### src/rtl/seg_pkg.sv
// Shared definitions for the 7-segment display blocks.
// Holds the glyph patterns, the arbiter state encoding and a small
// constant helper used to size counters.
package seg_pkg;

  localparam logic [7:0] SEG_DASH  = 8'h02;
  localparam logic [7:0] SEG_BLANK = 8'h00;
  localparam logic [7:0] SEG_FULL  = 8'hFF;

  // Digit patterns 0..9
  localparam logic [7:0] SEG_D0 = 8'hFD;
  localparam logic [7:0] SEG_D1 = 8'hC1;
  localparam logic [7:0] SEG_D2 = 8'h6F;
  localparam logic [7:0] SEG_D3 = 8'hE7;
  localparam logic [7:0] SEG_D4 = 8'hD3;
  localparam logic [7:0] SEG_D5 = 8'hB7;
  localparam logic [7:0] SEG_D6 = 8'hBF;
  localparam logic [7:0] SEG_D7 = 8'hE1;
  localparam logic [7:0] SEG_D8 = 8'hFF;
  localparam logic [7:0] SEG_D9 = 8'hF7;

  typedef enum logic [1:0] {
    ST_IDLE = 2'b00,
    ST_SHOW = 2'b01,
    ST_GAP  = 2'b10
  } state_e;

  // Larger of two integers, for sizing counters at elaboration time.
  function automatic int max_int(input int a, input int b);
    return (a > b) ? a : b;
  endfunction

endpackage

### src/rtl/seg_glyph_decoder.sv
// Combinational 4-bit glyph code to 8-bit segment pattern decoder.
// Ports:
//   code - glyph code (0..9 digits, 10 dash, 11 full '8.', 12..15 blank)
//   seg  - segment pattern
module seg_glyph_decoder
  import seg_pkg::*;
(
  input  logic [3:0] code,
  output logic [7:0] seg
);

  // Table lookup of the glyph pattern.
  always_comb begin
    seg = SEG_BLANK;
    case (code)
      4'd0:    seg = SEG_D0;
      4'd1:    seg = SEG_D1;
      4'd2:    seg = SEG_D2;
      4'd3:    seg = SEG_D3;
      4'd4:    seg = SEG_D4;
      4'd5:    seg = SEG_D5;
      4'd6:    seg = SEG_D6;
      4'd7:    seg = SEG_D7;
      4'd8:    seg = SEG_D8;
      4'd9:    seg = SEG_D9;
      4'd10:   seg = SEG_DASH;
      4'd11:   seg = SEG_FULL;
      default: seg = SEG_BLANK;
    endcase
  end

endmodule

### src/rtl/seg_display_arbiter.sv
// Round-robin arbiter sharing one 7-segment output between NREQ requesters.
// The winner's glyph is shown for DWELL cycles, then GAP blank cycles,
// then the display returns to the idle dash.
// Ports:
//   clk, rst_n - clock, synchronous active-low reset
//   ena        - global enable; low freezes all state and outputs
//   req        - per-requester level request
//   code       - 4-bit glyph code of requester i at [4i+3:4i]
//   grant      - one-hot current owner (zero when unowned)
//   done       - pulse on the final dwell cycle
//   busy       - high while showing or in the gap
//   seg        - registered segment pattern
module seg_display_arbiter
  import seg_pkg::*;
#(
  parameter int NREQ  = 4,
  parameter int DWELL = 8,
  parameter int GAP   = 1
) (
  input  logic              clk,
  input  logic              rst_n,
  input  logic              ena,
  input  logic [NREQ-1:0]   req,
  input  logic [4*NREQ-1:0] code,
  output logic [NREQ-1:0]   grant,
  output logic              done,
  output logic              busy,
  output logic [7:0]        seg
);

  localparam int CW = $clog2(max_int(DWELL, GAP) + 1);
  localparam int PW = $clog2(NREQ);

  localparam logic [CW-1:0] DWELL_C  = CW'(DWELL);
  localparam logic [CW-1:0] GAP_C    = CW'(GAP);
  localparam logic [CW-1:0] CNT_ONE  = CW'(1);
  localparam logic [PW-1:0] LAST_IDX = PW'(NREQ - 1);
  localparam logic [PW:0]   NREQ_W   = (PW + 1)'(NREQ);

  state_e            state_r;
  logic [PW-1:0]     ptr_r;
  logic [CW-1:0]     dwell_r;
  logic [CW-1:0]     gap_r;
  logic [NREQ-1:0]   grant_r;
  logic              done_r;
  logic              busy_r;
  logic [7:0]        seg_r;

  logic              win_found_s;
  logic [PW-1:0]     win_idx_s;
  logic [NREQ-1:0]   win_onehot_s;
  logic [PW-1:0]     ptr_next_s;
  logic [3:0]        win_code_s;
  logic [7:0]        win_glyph_s;

  // Round-robin scan starting at ptr_r; first asserted request wins.
  always_comb begin
    logic [PW:0] pos_v;
    win_found_s = 1'b0;
    win_idx_s   = {PW{1'b0}};
    for (int i = 0; i < NREQ; i++) begin
      pos_v = {1'b0, ptr_r} + (PW + 1)'(i);
      pos_v = (pos_v >= NREQ_W) ? (pos_v - NREQ_W) : pos_v;
      if (!win_found_s && req[pos_v[PW-1:0]]) begin
        win_found_s = 1'b1;
        win_idx_s   = pos_v[PW-1:0];
      end else begin
        win_found_s = win_found_s;
      end
    end
  end

  assign win_onehot_s = {{(NREQ-1){1'b0}}, 1'b1} << win_idx_s;
  assign ptr_next_s   = (win_idx_s == LAST_IDX) ? {PW{1'b0}} : (win_idx_s + PW'(1));
  assign win_code_s   = code[{win_idx_s, 2'b00} +: 4];

  // The glyph is decoded once at grant time and the pattern register holds
  // it through the dwell, so later code changes cannot reach the display.
  seg_glyph_decoder u_decoder (
    .code (win_code_s),
    .seg  (win_glyph_s)
  );

  // Arbitration FSM with registered outputs; ena low freezes everything.
  always_ff @(posedge clk) begin
    if (!rst_n) begin
      state_r <= ST_IDLE;
      ptr_r   <= {PW{1'b0}};
      dwell_r <= {CW{1'b0}};
      gap_r   <= {CW{1'b0}};
      grant_r <= {NREQ{1'b0}};
      done_r  <= 1'b0;
      busy_r  <= 1'b0;
      seg_r   <= SEG_DASH;
    end else if (ena) begin
      case (state_r)
        ST_IDLE: begin
          if (win_found_s) begin
            state_r <= ST_SHOW;
            grant_r <= win_onehot_s;
            seg_r   <= win_glyph_s;
            ptr_r   <= ptr_next_s;
            dwell_r <= CNT_ONE;
            busy_r  <= 1'b1;
            done_r  <= (DWELL_C == CNT_ONE);
          end else begin
            grant_r <= {NREQ{1'b0}};
            seg_r   <= SEG_DASH;
            busy_r  <= 1'b0;
            done_r  <= 1'b0;
          end
        end
        ST_SHOW: begin
          if (dwell_r == DWELL_C) begin
            dwell_r <= {CW{1'b0}};
            grant_r <= {NREQ{1'b0}};
            done_r  <= 1'b0;
            if (GAP > 0) begin
              state_r <= ST_GAP;
              gap_r   <= CNT_ONE;
              seg_r   <= SEG_BLANK;
              busy_r  <= 1'b1;
            end else begin
              state_r <= ST_IDLE;
              seg_r   <= SEG_DASH;
              busy_r  <= 1'b0;
            end
          end else begin
            // done is registered, so it is raised on the edge that loads
            // the final count.
            dwell_r <= dwell_r + CNT_ONE;
            done_r  <= ((dwell_r + CNT_ONE) == DWELL_C);
          end
        end
        ST_GAP: begin
          if (gap_r == GAP_C) begin
            state_r <= ST_IDLE;
            gap_r   <= {CW{1'b0}};
            seg_r   <= SEG_DASH;
            busy_r  <= 1'b0;
          end else begin
            gap_r   <= gap_r + CNT_ONE;
          end
        end
        default: begin
          state_r <= ST_IDLE;
          dwell_r <= {CW{1'b0}};
          gap_r   <= {CW{1'b0}};
          grant_r <= {NREQ{1'b0}};
          done_r  <= 1'b0;
          busy_r  <= 1'b0;
          seg_r   <= SEG_DASH;
        end
      endcase
    end
  end

  assign grant = grant_r;
  assign done  = done_r;
  assign busy  = busy_r;
  assign seg   = seg_r;

endmodule

### config.mk
export PLATFORM = sky130hd
export DESIGN_NAME = seg_display_arbiter
export DESIGN_NICKNAME = d
export VERILOG_FILES = /design/src/rtl/seg_pkg.sv /design/src/rtl/seg_glyph_decoder.sv /design/src/rtl/seg_display_arbiter.sv
export SDC_FILE = /design/constraint.sdc
export NUM_CORES = 1
export LEC_CHECK = 0
export CORE_UTILIZATION = 46
export DETAILED_ROUTE_END_ITERATION = 10
export PLACE_DENSITY = 0.77
export REMOVE_ABC_BUFFERS = 1
export SKIP_CTS_REPAIR_TIMING = 1
export SYNTH_ARGS = -nofsm -noshare
export SYNTH_HDL_FRONTEND = slang
export SYNTH_SLANG_ARGS = --single-unit
### constraint.sdc
create_clock -name clk -period 3.2 [get_ports clk]
set_input_delay 0.96 -clock clk [delete_from_list [all_inputs] [get_ports clk]]
set_output_delay 0.96 -clock clk [all_outputs]
set_load 0.02 [all_outputs]
==> Yosys cells after proc, flatten, opt, wreduce, memory -nomap -nowiden <==
Memories as Yosys holds them, arrays and structs flattened.
Cells that the tools add are included.
{ "word_totals": {"ff_bits": 26, "mem_count": 1, "in_bits": 23, "romBits": 128} }
{ "classes": {"order_cmp": 8, "add_sub_neg": 10, "mux": 44, "bitwise": 2, "eq_ne": 9, "reduce_logical": 14, "shifts": 2} }
{ "mem_list": {"columns": ["memory", "words", "word_bits", "rd", "rd_ports_with_merged_regs", "wr", "line", "text"], "rows": [
  ["(no name shown)", 16, 8, 1, 0, 0, "seg_glyph_decoder.sv:15", "case (code)"]
]} }
{ "op_table": {"columns": ["op", "n"], "rows": [
  ["$pmux 4 s3", 3],
  ["$mux 2", 12],
  ["$mux 4", 6],
  ["$mux 8", 3],
  ["$pmux 8 s3", 1],
  ["$shiftx 16x5->4", 1],
  ["$reduce_and 3->1", 5],
  ["$lt 2x3->1 const B", 4],
  ["$mux 1", 12],
  ["$ge 3x3->1 const B", 3],
  ["$add 4x1->4 const B", 2],
  ["$bmux 1 s2", 4],
  ["$eq 4x4->1 const B", 2],
  ["$sub 2x1->2 const B", 4],
  ["$add 2x2->3 const B", 2],
  ["$ne 2x2->1 const B", 3],
  ["$pmux 2 s3", 1],
  ["$eq 2x2->1 const B", 2],
  ["$eq 4x1->1 const B", 1],
  ["$reduce_and 4->1", 1],
  ["$shl 1x2->4 const A", 1],
  ["$add 2x1->3 const B", 1],
  ["$ge 2x3->1 const B", 1],
  ["$logic_and 1x1->1", 3],
  ["8 further kinds", 11]
]} }

==> Depth between registers and ports, before layout <==
Gate-level depths: netlist of the first run.
An unclocked memory read counts as a cell.
{ "logic_depth": {"word_depth": 18, "depth_mapped": 13} }

==> Cells and area by module <==
Synthesis of the first run repeated with hierarchy kept, for this count alone.
{ "hier_totals": {"hier_cells": 214, "area_unflattened_um2": 1804.2} }
{ "modules_own_cells": {"columns": ["module", "cells_each", "area_per_inst_um2", "instances", "seq_area_each_um2"], "rows": [
  ["seg_display_arbiter", 185, 1587.8, 1, 520.5],
  ["seg_glyph_decoder", 29, 216.5, 1, 0.0]
]} }

==> Worst setup path after synthesis of the first run <==
OpenSTA, ideal clock, no wires.
{ "synth_timing": {"kind": "input -> register", "start": "in req[3]", "end": "reg seg_r[2] (netlist: seg[2])", "setup_time_ns": 0.086, "arrival_ns": 3.094, "cell_stages": 10, "path_buffers": 1, "setup_slack_ns": 0.020, "required_ns": 3.114, "cell_sequence": "inv_2 -> a22o_1 -> a221oi_4 -> buf_6 -> mux2i_1 -> mux2i_1 -> ha_1 -> nand3b_1 -> a311o_2 -> a221oi_2"} }
{ "synth_via": {"elab_chain_cells": 16, "word_cells_on_any_way": 26} }
{ "synth_lines": {"columns": ["element", "line", "text"], "rows": [
  ["start: declaration", "seg_display_arbiter.sv:23", "input logic [NREQ-1:0] req,"],
  ["$bmux 1 s2", "seg_display_arbiter.sv:64", "if (!win_found_s && req[pos_v[PW-1:0]]) begin"],
  ["$mux 1 (not written as such)", "seg_display_arbiter.sv:64", null],
  ["$mux 1", "seg_display_arbiter.sv:64", null],
  ["$logic_not 1->1", "seg_display_arbiter.sv:64", null],
  ["$logic_and 1x1->1", "seg_display_arbiter.sv:64", null],
  ["$mux 1", "seg_display_arbiter.sv:64", null],
  ["$logic_not 1->1", "seg_display_arbiter.sv:64", null],
  ["$logic_and 1x1->1", "seg_display_arbiter.sv:64", null],
  ["$mux 1", "seg_display_arbiter.sv:64", null],
  ["$logic_not 1->1", "seg_display_arbiter.sv:64", null],
  ["$logic_and 1x1->1", "seg_display_arbiter.sv:64", null],
  ["$mux 2", "seg_display_arbiter.sv:64", null],
  ["$shiftx 16x5->4", "seg_display_arbiter.sv:75", "assign win_code_s = code[{win_idx_s, 2'b00} +: 4];"],
  ["$mem_v2 16x8", null, null],
  ["$mux 8 *", "seg_display_arbiter.sv:98", "if (win_found_s) begin"],
  ["$pmux 8 s3 *", "seg_display_arbiter.sv:96", "case (state_r)"],
  ["end signal: assignment", "seg_display_arbiter.sv:101", "seg_r <= win_glyph_s;"],
  ["end: declaration", "seg_display_arbiter.sv:47", "logic [7:0] seg_r;"]
]} }
Every way passes the cells marked *; elsewhere a longest branch is shown, timed or not. The select of a mux whose other input is x is not followed.
A chain may end at the register's enable or synchronous reset.

==> Worst setup path in the final report of the first run <==
{ "layout_timing": {"start": "in req[2]", "end": "reg seg_r[4] (netlist: seg[4])"} }
The elaborated chain is that of the path after synthesis.

==> load_flow_metrics.sql, run 1 <==
INSERT INTO impl_metrics (metric_group, metric, value, unit) VALUES
('setup_path', 'worst_path_max_delay_cell', 'sky130_fd_sc_hd__a311o_2', ''),
('sta', 'setup_viol', '0', ''),
('finish', 'multi_input_area', '1130', 'µm²'),
('setup_path', 'cp_data_arrival_time', '3210', 'ps'),
('setup_path', 'critPathKind', 'input port to flip-flop', ''),
('finish', 'post-route-cell-area', '2400', 'µm²'),
('global_route', 'maximum_number_of_pins_on_one_net_before_global_route_repair', '17', ''),
('setup_path', 'worst-path-buf-inv', '2', ''),
('setup_path', 'critical_path.max_stage_delay', '470', 'ps'),
('floorplan', 'num_io_pins', '37', ''),
('global_route', 'grt_first_pass_wirelength', '7.23', 'mm'),
('setup_path', 'critical_path.reg2reg.startpoint', 'ptr_r[0]', ''),
('sta', 'period_minus_slack', '3020', 'ps'),
('finish', 'mostFrequentLayoutCells', 'sky130_fd_sc_hd__clkdlybuf4s50_1, sky130_fd_sc_hd__dfxtp_1, sky130_fd_sc_hd__a21oi_1', ''),
('sta', 'max-slew-margin-rel', '0.479', ''),
('setup_path', 'cp_num_cells', '11', ''),
('setup_path', 'worstSetupEndpoint', 'seg[4]', ''),
('sta', 'fin_skew', '12.1', 'ps'),
('sta', 'report.final.slew_viol_count', '0', ''),
('setup_path', 'timing.critical_path.cells', 'dlymetal6s2s_1 > a22o_1 > a221oi_4 > buf_6 > mux2i_1 > mux2i_1 > ha_2 > nor2_1 > nand2_1 > a311o_2 > a221oi_2', ''),
('run_status', 'result_of_the_run', 'finished clean', ''),
('power', 'max-vdd-ir-drop', '0.426', 'mV'),
('floorplan', 'dieWidth', '63.4', 'µm'),
('synth', 'synth_seq_cells', '26', ''),
('placed_design', 'placement.io_buffers', '36', ''),
('finish', 'antenna_cells', '0', ''),
('drt', 'wl_per_cell', '12.5', 'µm'),
('setup_path', 'cpLargestDelayFamily', 'compound AO/OA/AOI/OAI gates', ''),
('clock_tree', 'tritoncts', 'built', ''),
('clock_tree', 'cts_inserted_buffers', '3', ''),
('placed_design', 'placed_cells_incl_taps', '304', ''),
('synth', 'synth.yosys.seq_area_share', '0.300', ''),
('clock_tree', 'clockRootBuffer', 'sky130_fd_sc_hd__clkbuf_8', ''),
('setup_path', 'rrSetupSlack', '560', 'ps'),
('sta', 'final.setup.worst_slack', '178', 'ps'),
('setup_path', 'cpMostUsedCell', 'sky130_fd_sc_hd__mux2i_1', ''),
('finish', 'regArea', '520', 'µm²'),
('placed_design', 'gpl.final_weighted_congestion', '0.785', ''),
('drt', 'drt-pass1-iter-count', '4', ''),
('synth', 'mappedNetlistArea', '1740', 'µm²'),
('sta', 'finalCritPeriodShare', '0.944', ''),
('setup_path', 'critPathLaunchType', 'input port', ''),
('synth', 'post_synth_inst_count', '204', ''),
('global_route', 'grt_antenna_before_repair', '0', ''),
('sta', 'fin_worst_hold_slack', '460', 'ps'),
('clock_tree', 'clk_pin_slew_worst_paths', '100', 'ps'),
('global_route', 'global_route.overflow_total', '0', ''),
('global_route', 'via_count_of_the_first_global_routing_pass', '1723', ''),
('placed_design', 'placement.setup.worst_slack', '-475', 'ps'),
('synth', 'ys_types', '42', ''),
('floorplan', 'core.rowCount', '21', ''),
('sta', 'slew_at_the_pin_closest_to_its_max_slew_limit', '772', 'ps'),
('sta', 'timing_hold_violations_final', '0', ''),
('clock_tree', 'cts_max_level', '1', ''),
('drt', 'drc_errors', '0', ''),
('synth', 'synthesis.yosys.warnings', '0', ''),
('floorplan', 'start_util', '0.501', ''),
('drt', 'avgViaCountPerCell', '5.27', ''),
('finish', 'ratio_of_cells_with_drive_above_1_in_the_final_layout', '0.171', ''),
('drt', 'via_count', '1629', ''),
('finish', 'fin_cells', '309', ''),
('hold_path', 'hp-class', 'flip-flop to flip-flop', ''),
('setup_path', 'cp_data_required_time', '3390', 'ps'),
('setup_path', 'crit_path_launch', 'req[2]', ''),
('finish', 'layout_commonest_cell', 'sky130_fd_sc_hd__clkdlybuf4s50_1', ''),
('clock_tree', 'deepest_clock_path_buffer_count', '2', ''),
('clock_tree', 'clk_latency', '280', 'ps'),
('finish', 'fillerInstances', '287', ''),
('drt', 'detailedRoute.firstIterationViolations', '66', ''),
('power', 'power.static_leakage', '1.01', 'nW'),
('floorplan', 'design.core.area', '3470', 'µm²');
## per-stage QoR
stage,total power [mW],TNS [ps],util
after detailed placement,0.817,-3130,0.663
after global routing,1.17,-0.838,0.692
after floorplan,0.631,-583,-
final,1.09,0,0.692
after CTS,1.09,-1010,0.684
after global placement,0.809,-2470,0.663
## final cells by class
class,count,area share
multi-input cells,155,0.470
inverters,18,0.0282
clock buffers,3,0.0172
well taps,46,0.0240
repair buffers,60,0.231
clock inverters,1,0.0125
flip-flops and latches,26,0.217
## cells by family after synthesis
| kind of cell | share of synthesized area |
|---|---|
| xor gates and xnor gates | 0.0101 |
| AOI/OAI and AO/OA | 0.217 |
| muxes | 0.111 |
| DFF | 0.300 |
| buffers and inverters | 0.0540 |
| adders and majority gates | 0.130 |
| and+or+nand+nor | 0.179 |
## power by group
part	internal [mW]	switching [mW]
registers	0.351	0.0214
clock network	0.167	0.107
logic	0.222	0.224
## worst reg2reg max path, cell delays in order, from the launching register on
cell	delay (ps)
sky130_fd_sc_hd__dfxtp_1	370
sky130_fd_sc_hd__inv_1	80
sky130_fd_sc_hd__a22o_1	260
sky130_fd_sc_hd__a221oi_4	260
sky130_fd_sc_hd__buf_6	160
sky130_fd_sc_hd__mux2i_1	190
sky130_fd_sc_hd__mux2i_1	120
sky130_fd_sc_hd__ha_2	220
sky130_fd_sc_hd__nor2_1	110
sky130_fd_sc_hd__nand2_1	60
sky130_fd_sc_hd__a311o_2	470
sky130_fd_sc_hd__a221oi_2	270
## how the worst min path moves through the flow
stage / start / depth (start not counted) / slack (ps) / end
finish: grant[1] / 2 / 460 / grant[1]
global route: grant[3] / 2 / 480 / grant[3]
CTS: grant[1] / 2 / 460 / grant[1]
detailed placement: grant[1] / 2 / 450 / grant[1]
global placement: done / 2 / 440 / done
floorplan: gap_r[3] / 2 / 470 / gap_r[3]
## synthesized netlist by cell type
cell / n / share of area
sky130_fd_sc_hd__a21o_2: 1 / 0.0050
sky130_fd_sc_hd__nand3b_1: 2 / 0.0086
sky130_fd_sc_hd__inv_1: 17 / 0.037
sky130_fd_sc_hd__nand4_1: 1 / 0.0036
sky130_fd_sc_hd__or3_1: 1 / 0.0036
sky130_fd_sc_hd__ha_1: 18 / 0.13
sky130_fd_sc_hd__xor2_1: 1 / 0.0050
sky130_fd_sc_hd__nor2b_1: 2 / 0.0072
sky130_fd_sc_hd__o31ai_1: 2 / 0.0086
sky130_fd_sc_hd__o21ai_2: 1 / 0.0050
sky130_fd_sc_hd__a21oi_2: 1 / 0.0050
sky130_fd_sc_hd__o21ai_0: 10 / 0.029
sky130_fd_sc_hd__mux2i_2: 1 / 0.0079
sky130_fd_sc_hd__mux2_2: 2 / 0.013
sky130_fd_sc_hd__a22o_1: 2 / 0.010
sky130_fd_sc_hd__a221o_1: 1 / 0.0058
sky130_fd_sc_hd__nand3_1: 12 / 0.035
sky130_fd_sc_hd__nor4_1: 2 / 0.0072
sky130_fd_sc_hd__a311o_2: 1 / 0.0065
sky130_fd_sc_hd__dfxtp_1: 26 / 0.30
sky130_fd_sc_hd__mux2_4: 1 / 0.0086
sky130_fd_sc_hd__a31o_1: 1 / 0.0050
sky130_fd_sc_hd__clkbuf_1: 3 / 0.0065
sky130_fd_sc_hd__mux2i_1: 13 / 0.075
sky130_fd_sc_hd__o311ai_0: 1 / 0.0050
sky130_fd_sc_hd__buf_1: 1 / 0.0022
sky130_fd_sc_hd__xnor2_1: 1 / 0.0050
sky130_fd_sc_hd__a221oi_4: 1 / 0.015
sky130_fd_sc_hd__a21oi_1: 26 / 0.075
sky130_fd_sc_hd__buf_6: 1 / 0.0065
sky130_fd_sc_hd__a21oi_4: 1 / 0.0094
sky130_fd_sc_hd__mux2_1: 1 / 0.0065
sky130_fd_sc_hd__and2_1: 1 / 0.0036
sky130_fd_sc_hd__nor3_1: 3 / 0.0086
sky130_fd_sc_hd__o221a_2: 1 / 0.0065
sky130_fd_sc_hd__or4_1: 2 / 0.0086
sky130_fd_sc_hd__a221oi_2: 3 / 0.026
sky130_fd_sc_hd__inv_2: 1 / 0.0022
sky130_fd_sc_hd__nor2_1: 14 / 0.030
sky130_fd_sc_hd__nor4bb_1: 1 / 0.0058
sky130_fd_sc_hd__nand2_1: 18 / 0.039
sky130_fd_sc_hd__nand2b_1: 5 / 0.018
## per-layer routing
metal  share of wire  track usage
met5               0            0
met4          0.0049       0.0511
met3           0.029       0.0435
met2            0.49        0.395
met1            0.48        0.270
## flip-flops by register name (all words and copies together), names as in the netlist
name,flops
done,1
grant,4
seg,8
gap_r,4
dwell_r,4
ptr_r,2
state_r,2
busy,1
Power figures use the tool's default switching activity.
==> run 2: changes to the inputs <==
Settings changed: CORE_UTILIZATION 46 to 30, PLACE_DENSITY 0.77 to 0.55.
==> run 2 against run 1 <==
Critical path depth did not move. Clock-buffer cell count did not move. Final cell count rose by 7.8%. Non-clock buffer count fell by 2. Via count fell by 2.6%.
==> load_flow_metrics.sql, run 2 (synthesis results as in run 1) <==
INSERT INTO impl_metrics (metric_group, metric, value, unit) VALUES
('finish', 'multi_input_area', '1130', 'µm²'),
('global_route', 'via_count_of_the_first_global_routing_pass', '1486', ''),
('run_status', 'result_of_the_run', 'finished clean', ''),
('setup_path', 'kind_of_end_point_of_the_critical_path', 'flip-flop', ''),
('finish', 'antenna_cells', '0', ''),
('setup_path', 'cp_data_arrival_time', '3230', 'ps'),
('sta', 'period_minus_slack', '3020', 'ps'),
('sta', 'final.setup.worst_slack', '178', 'ps'),
('finish', 'post-route-util', '0.437', ''),
('finish', 'fin_cells', '333', ''),
('sta', 'maxClockFrequency', '331', 'MHz'),
('clock_tree', 'cts_max_level', '1', ''),
('drt', 'wl_per_cell', '11.6', 'µm'),
('global_route', 'grt_antenna_before_repair', '0', ''),
('finish', 'fillerInstances', '589', ''),
('floorplan', 'num_io_pins', '37', ''),
('floorplan', 'core.rowCount', '27', ''),
('drt', 'drc_errors', '0', ''),
('finish', 'mostFrequentLayoutCells', 'sky130_fd_sc_hd__clkdlybuf4s50_1, sky130_fd_sc_hd__dfxtp_1, sky130_fd_sc_hd__a21oi_1', ''),
('floorplan', 'dieWidth', '78.1', 'µm'),
('power', 'power.static_leakage', '0.999', 'nW'),
('finish', 'layout_commonest_cell', 'sky130_fd_sc_hd__clkdlybuf4s50_1', ''),
('placed_design', 'gpl.final_weighted_congestion', '0.748', ''),
('setup_path', 'critical_path.max_stage_delay', '460', 'ps'),
('global_route', 'grt_first_pass_wirelength', '6.63', 'mm'),
('power', 'total_power_density_per_cell_area', '448', 'nW/µm²'),
('global_route', 'grt_usage', '0.135', ''),
('drt', 'via_count', '1587', ''),
('placed_design', 'placement.io_buffers', '36', ''),
('sta', 'max-slew-margin-rel', '0.442', ''),
('floorplan', 'die_height', '78.1', 'µm'),
('placed_design', 'placed_cells_incl_taps', '329', ''),
('sta', 'slew_at_the_pin_closest_to_its_max_slew_limit', '826', 'ps'),
('sta', 'rsz_0062_raised_after_global_routing', 'false', ''),
('clock_tree', 'clockRootBuffer', 'sky130_fd_sc_hd__clkbuf_8', ''),
('setup_path', 'cp_data_required_time', '3410', 'ps'),
('finish', 'regArea', '520', 'µm²'),
('sta', 'fin_worst_hold_slack', '454', 'ps'),
('clock_tree', 'clk_latency', '280', 'ps'),
('setup_path', 'worstPathMaxFanout', '7', ''),
('drt', 'drt-total-wl', '3.87', 'mm'),
('finish', 'num-nets-final', '303', ''),
('drt', 'drt-pass1-iter-count', '4', ''),
('setup_path', 'critPathLaunchType', 'input port', ''),
('setup_path', 'worst_path_max_delay_cell', 'sky130_fd_sc_hd__a311o_2', ''),
('floorplan', 'die_area', '6100', 'µm²'),
('placed_design', 'placement.setup.worst_slack', '-466', 'ps'),
('sta', 'report.final.slew_viol_count', '0', ''),
('setup_path', 'timing.critical_path.cells', 'dlymetal6s2s_1 > a22o_1 > a221oi_4 > buf_6 > mux2i_1 > mux2i_1 > ha_2 > nor2_1 > nand2_1 > a311o_2 > a221oi_2', ''),
('finish', 'ratio_of_cells_with_drive_above_1_in_the_final_layout', '0.169', ''),
('clock_tree', 'deepest_clock_path_buffer_count', '2', ''),
('hold_path', 'hp-class', 'flip-flop to flip-flop', ''),
('finish', 'largest_reg_flops', '8', ''),
('sta', 'fin_skew', '10.7', 'ps'),
('clock_tree', 'clk_pin_slew_worst_paths', '100', 'ps'),
('power', 'finalPower', '1.08', 'mW'),
('floorplan', 'design.core.area', '5540', 'µm²'),
('setup_path', 'critPathKind', 'input port to flip-flop', ''),
('drt', 'post_drt_antenna_nets', '0', ''),
('drt', 'avgViaCountPerCell', '4.77', ''),
('floorplan', 'start_util', '0.313', ''),
('setup_path', 'cpMostUsedCell', 'sky130_fd_sc_hd__mux2i_1', ''),
('clock_tree', 'tritoncts', 'built', ''),
('sta', 'setup_viol', '0', ''),
('power', 'max-vdd-ir-drop', '0.174', 'mV'),
('sta', 'timing_hold_violations_final', '0', ''),
('global_route', 'global_route.overflow_total', '0', ''),
('global_route', 'maximum_number_of_pins_on_one_net_before_global_route_repair', '17', ''),
('sta', 'finalCritPeriodShare', '0.944', ''),
('drt', 'detailedRoute.firstIterationViolations', '46', ''),
('clock_tree', 'cts_inserted_buffers', '3', ''),
('run', 'timing.max_cap.violations', '0', ''),
('finish', 'syn2layout_area_growth', '39.3', '%'),
('setup_path', 'cpLargestDelayFamily', 'compound AO/OA/AOI/OAI gates', ''),
('placed_design', 'dp.final_hpwl', '3.01', 'mm'),
('setup_path', 'worst-path-buf-inv', '2', ''),
('clock_tree', 'clkSinkCount', '26', '');
[run 2: layer usage]
layer / up-vias / GRT usage / share of wire
li1: 831 / - / -
met1: 726 / 0.174 / 0.49
met2: 26 / 0.225 / 0.46
met3: 4 / 0.0209 / 0.033
met4: 0 / 0.0556 / 0.015
met5: - / 0 / 0
[run 2: power breakdown]
| group | internal, mW | switching (mW) | total (mW) |
|---|---|---|---|
| logic | 0.217 | 0.217 | 0.434 |
| registers | 0.351 | 0.0211 | 0.372 |
| clock network | 0.168 | 0.111 | 0.278 |
| total | 0.736 | 0.349 | 1.08 |
[run 2: per-stage QoR]
stage | instance area, µm² | setup TNS [ps]
final | 2420 | 0
after CTS | 2400 | -700
after floorplan | 1710 | -583
after detailed placement | 2330 | -2960
after global placement | 2330 | -2550
after global routing | 2420 | 0
[run 2: area by class of cell]
| class | count | area share |
|---|---|---|
| clock buffer | 3 | 0.0171 |
| clock inverter | 1 | 0.0124 |
| inverter | 18 | 0.0279 |
| multi-input combinational | 155 | 0.467 |
| sequential | 26 | 0.215 |
| tap | 72 | 0.0372 |
| timing repair buffer | 58 | 0.223 |
[run 2: worst register-to-register path: cells and delay by family, from the launching register on]
family          cells  cell delay [ps]
buf+inv             2              250
flops               1              360
fa+ha+maj           1              210
compound gates      4             1230
mux                 2              320
simple gates        2              160
[run 2: final timing paths]
kind                                 end  slack, ps     start  cells past startpoint
worst max-delay path              seg[5]        180    req[2]                     11
worst min-delay path            grant[3]        450  grant[3]                      2
worst max register to register    seg[5]        610  ptr_r[0]                     11
worst min register to register  grant[3]        450  grant[3]                      2
==> run 3: changes to the inputs <==
Settings changed: PLACE_DENSITY 0.55 to 0.53.
Clock period 3.2 ns to 3.46 ns, I/O delays scaled along.
==> run 3 against run 2 <==
Flip-flop and latch count is the same. Utilization unchanged. Power is 15% lower. Sequential power decreased by 7.3%. First-iteration DRC count shrank 6.5%. Critical path type unchanged.
==> load_flow_metrics.sql, run 3 (synthesis results as in run 1) <==
INSERT INTO impl_metrics (metric_group, metric, value, unit) VALUES
('setup_path', 'cp_data_arrival_time', '3340', 'ps'),
('placed_design', 'placement.io_buffers', '36', ''),
('power', 'max-vdd-ir-drop', '0.175', 'mV'),
('sta', 'rsz_0062_raised_after_global_routing', 'false', ''),
('clock_tree', 'clk_pin_slew_worst_paths', '90', 'ps'),
('drt', 'wl_per_cell', '11.7', 'µm'),
('drt', 'drc_errors', '0', ''),
('sta', 'report.final.slew_viol_count', '0', ''),
('setup_path', 'crit_path_launch', 'req[2]', ''),
('sta', 'timing_hold_violations_final', '0', ''),
('setup_path', 'cpMostUsedCell', 'sky130_fd_sc_hd__nand2_1', ''),
('drt', 'drt-pass1-iter-count', '4', ''),
('placed_design', 'gpl.final_weighted_congestion', '0.754', ''),
('hold_path', 'worstHoldStart', 'grant[2]', ''),
('finish', 'ratio_of_cells_with_drive_above_1_in_the_final_layout', '0.179', ''),
('drt', 'via_count', '1617', ''),
('setup_path', 'worst-r2r-cell-count', '14', ''),
('finish', 'mostFrequentLayoutCells', 'sky130_fd_sc_hd__clkdlybuf4s50_1, sky130_fd_sc_hd__dfxtp_1, sky130_fd_sc_hd__a21oi_1', ''),
('floorplan', 'core.rowCount', '27', ''),
('finish', 'syn2layout_area_growth', '39.3', '%'),
('sta', 'maxClockFrequency', '318', 'MHz'),
('power', 'total_power_density_per_cell_area', '383', 'nW/µm²'),
('finish', 'num-nets-final', '306', ''),
('power', 'power.static_leakage', '1.00', 'nW'),
('power', 'finalPower', '0.927', 'mW'),
('hold_path', 'hp-class', 'flip-flop to flip-flop', ''),
('clock_tree', 'clkSinkCount', '26', ''),
('drt', 'drt-total-wl', '3.92', 'mm'),
('setup_path', 'cp_data_required_time', '3660', 'ps'),
('clock_tree', 'cts_max_level', '1', ''),
('floorplan', 'start_util', '0.313', ''),
('floorplan', 'num_io_pins', '37', ''),
('run_status', 'result_of_the_run', 'finished clean', ''),
('clock_tree', 'tritoncts', 'built', ''),
('run', 'timing.max_cap.violations', '0', ''),
('finish', 'layout_commonest_cell', 'sky130_fd_sc_hd__clkdlybuf4s50_1', ''),
('setup_path', 'critPathKind', 'input port to flip-flop', ''),
('hold_path', 'worstHoldPathCells', '2', ''),
('sta', 'setup_viol', '0', ''),
('global_route', 'grt_first_pass_wirelength', '6.99', 'mm'),
('global_route', 'via_count_of_the_first_global_routing_pass', '1609', ''),
('placed_design', 'dp.final_hpwl', '3.03', 'mm'),
('setup_path', 'critical_path.reg2reg.startpoint', 'ptr_r[0]', ''),
('drt', 'detailedRoute.firstIterationViolations', '43', ''),
('floorplan', 'dieWidth', '78.1', 'µm'),
('finish', 'largest_reg_flops', '8', ''),
('setup_path', 'critical_path.max_stage_delay', '450', 'ps'),
('clock_tree', 'clockRootBuffer', 'sky130_fd_sc_hd__clkbuf_8', ''),
('sta', 'slew_at_the_pin_closest_to_its_max_slew_limit', '817', 'ps'),
('setup_path', 'kind_of_end_point_of_the_critical_path', 'flip-flop', ''),
('sta', 'finalCritPeriodShare', '0.908', ''),
('clock_tree', 'cts_inserted_buffers', '3', ''),
('setup_path', 'worstPathMaxFanout', '6', ''),
('finish', 'fillerInstances', '562', ''),
('clock_tree', 'clk_latency', '270', 'ps'),
('floorplan', 'design.core.area', '5540', 'µm²'),
('sta', 'fin_skew', '2.00', 'ps'),
('sta', 'fin_worst_hold_slack', '453', 'ps'),
('floorplan', 'die_height', '78.1', 'µm'),
('finish', 'antenna_cells', '0', ''),
('sta', 'max-slew-margin-rel', '0.448', ''),
('global_route', 'global_route.overflow_total', '0', ''),
('sta', 'period_minus_slack', '3140', 'ps'),
('drt', 'post_drt_antenna_nets', '0', ''),
('global_route', 'grt_usage', '0.141', ''),
('setup_path', 'worst_path_max_delay_cell', 'sky130_fd_sc_hd__a311o_2', ''),
('global_route', 'grt_antenna_before_repair', '0', ''),
('setup_path', 'critPathLaunchType', 'input port', ''),
('setup_path', 'timing.critical_path.cells', 'dlymetal6s2s_1 > a22o_1 > a221oi_4 > buf_6 > mux2i_1 > nand2_1 > and2_1 > inv_1 > ha_2 > nor2_2 > nand2_1 > a311o_2 > buf_4 > o21ai_0', ''),
('global_route', 'maximum_number_of_pins_on_one_net_before_global_route_repair', '16', ''),
('floorplan', 'die_area', '6100', 'µm²'),
('clock_tree', 'deepest_clock_path_buffer_count', '2', ''),
('drt', 'avgViaCountPerCell', '4.83', '');
-- run 3: layer usage --
metal	vias to the layer above	routed length (µm)	GRT usage
met5	-	0	0
met4	0	24	0.0278
met1	748	1920	0.175
li1	842	-	-
met3	2	113	0.0279
met2	25	1860	0.251
-- run 3: metrics by stage --
step	setup WS (ps)	TNS, ps	utilization	instance area [µm²]	std cells
3_3_place_gp	-224	-1250	0.420	2330	329
2_1_floorplan	33.7	0	-	1710	199
6_report	318	0	0.437	2420	335
4_1_cts	0.394	0	0.427	2370	332
5_1_grt	149	0	0.437	2420	335
3_5_place_dp	-270	-1530	0.420	2330	329
-- run 3: power by group --
part / total (mW) / switching [mW] / internal [mW]
Combinational: 0.413 / 0.205 / 0.208
Sequential: 0.345 / 0.0198 / 0.325
Clock: 0.170 / 0.0923 / 0.0780
Total: 0.927 / 0.317 / 0.611
-- run 3: final timing paths --
kind / endpoint / slack (ps)
setup / recovery: seg[7] / 320
hold / removal: grant[2] / 450
setup reg to reg: seg[7] / 850
hold reg to reg: grant[2] / 450
-- run 3: final cells by class --
class	count	area (µm²)	share of cell area
Clock buffer	3	41.3	0.0171
Tap cell	72	90.1	0.0372
Timing Repair Buffer	61	562	0.232
Inverter	18	67.6	0.0279
Multi-Input combinational cell	155	1140	0.471
Sequential cell	26	520	0.215
-- run 3: worst max-delay path, delay by kind of cell --
kind / cells / cell delay, ps
adders and majority gates: 1 / 200
AOI/OAI and AO/OA: 4 / 1110
buffers and inverters: 4 / 570
muxes: 1 / 80
and+or+nand+nor: 4 / 350
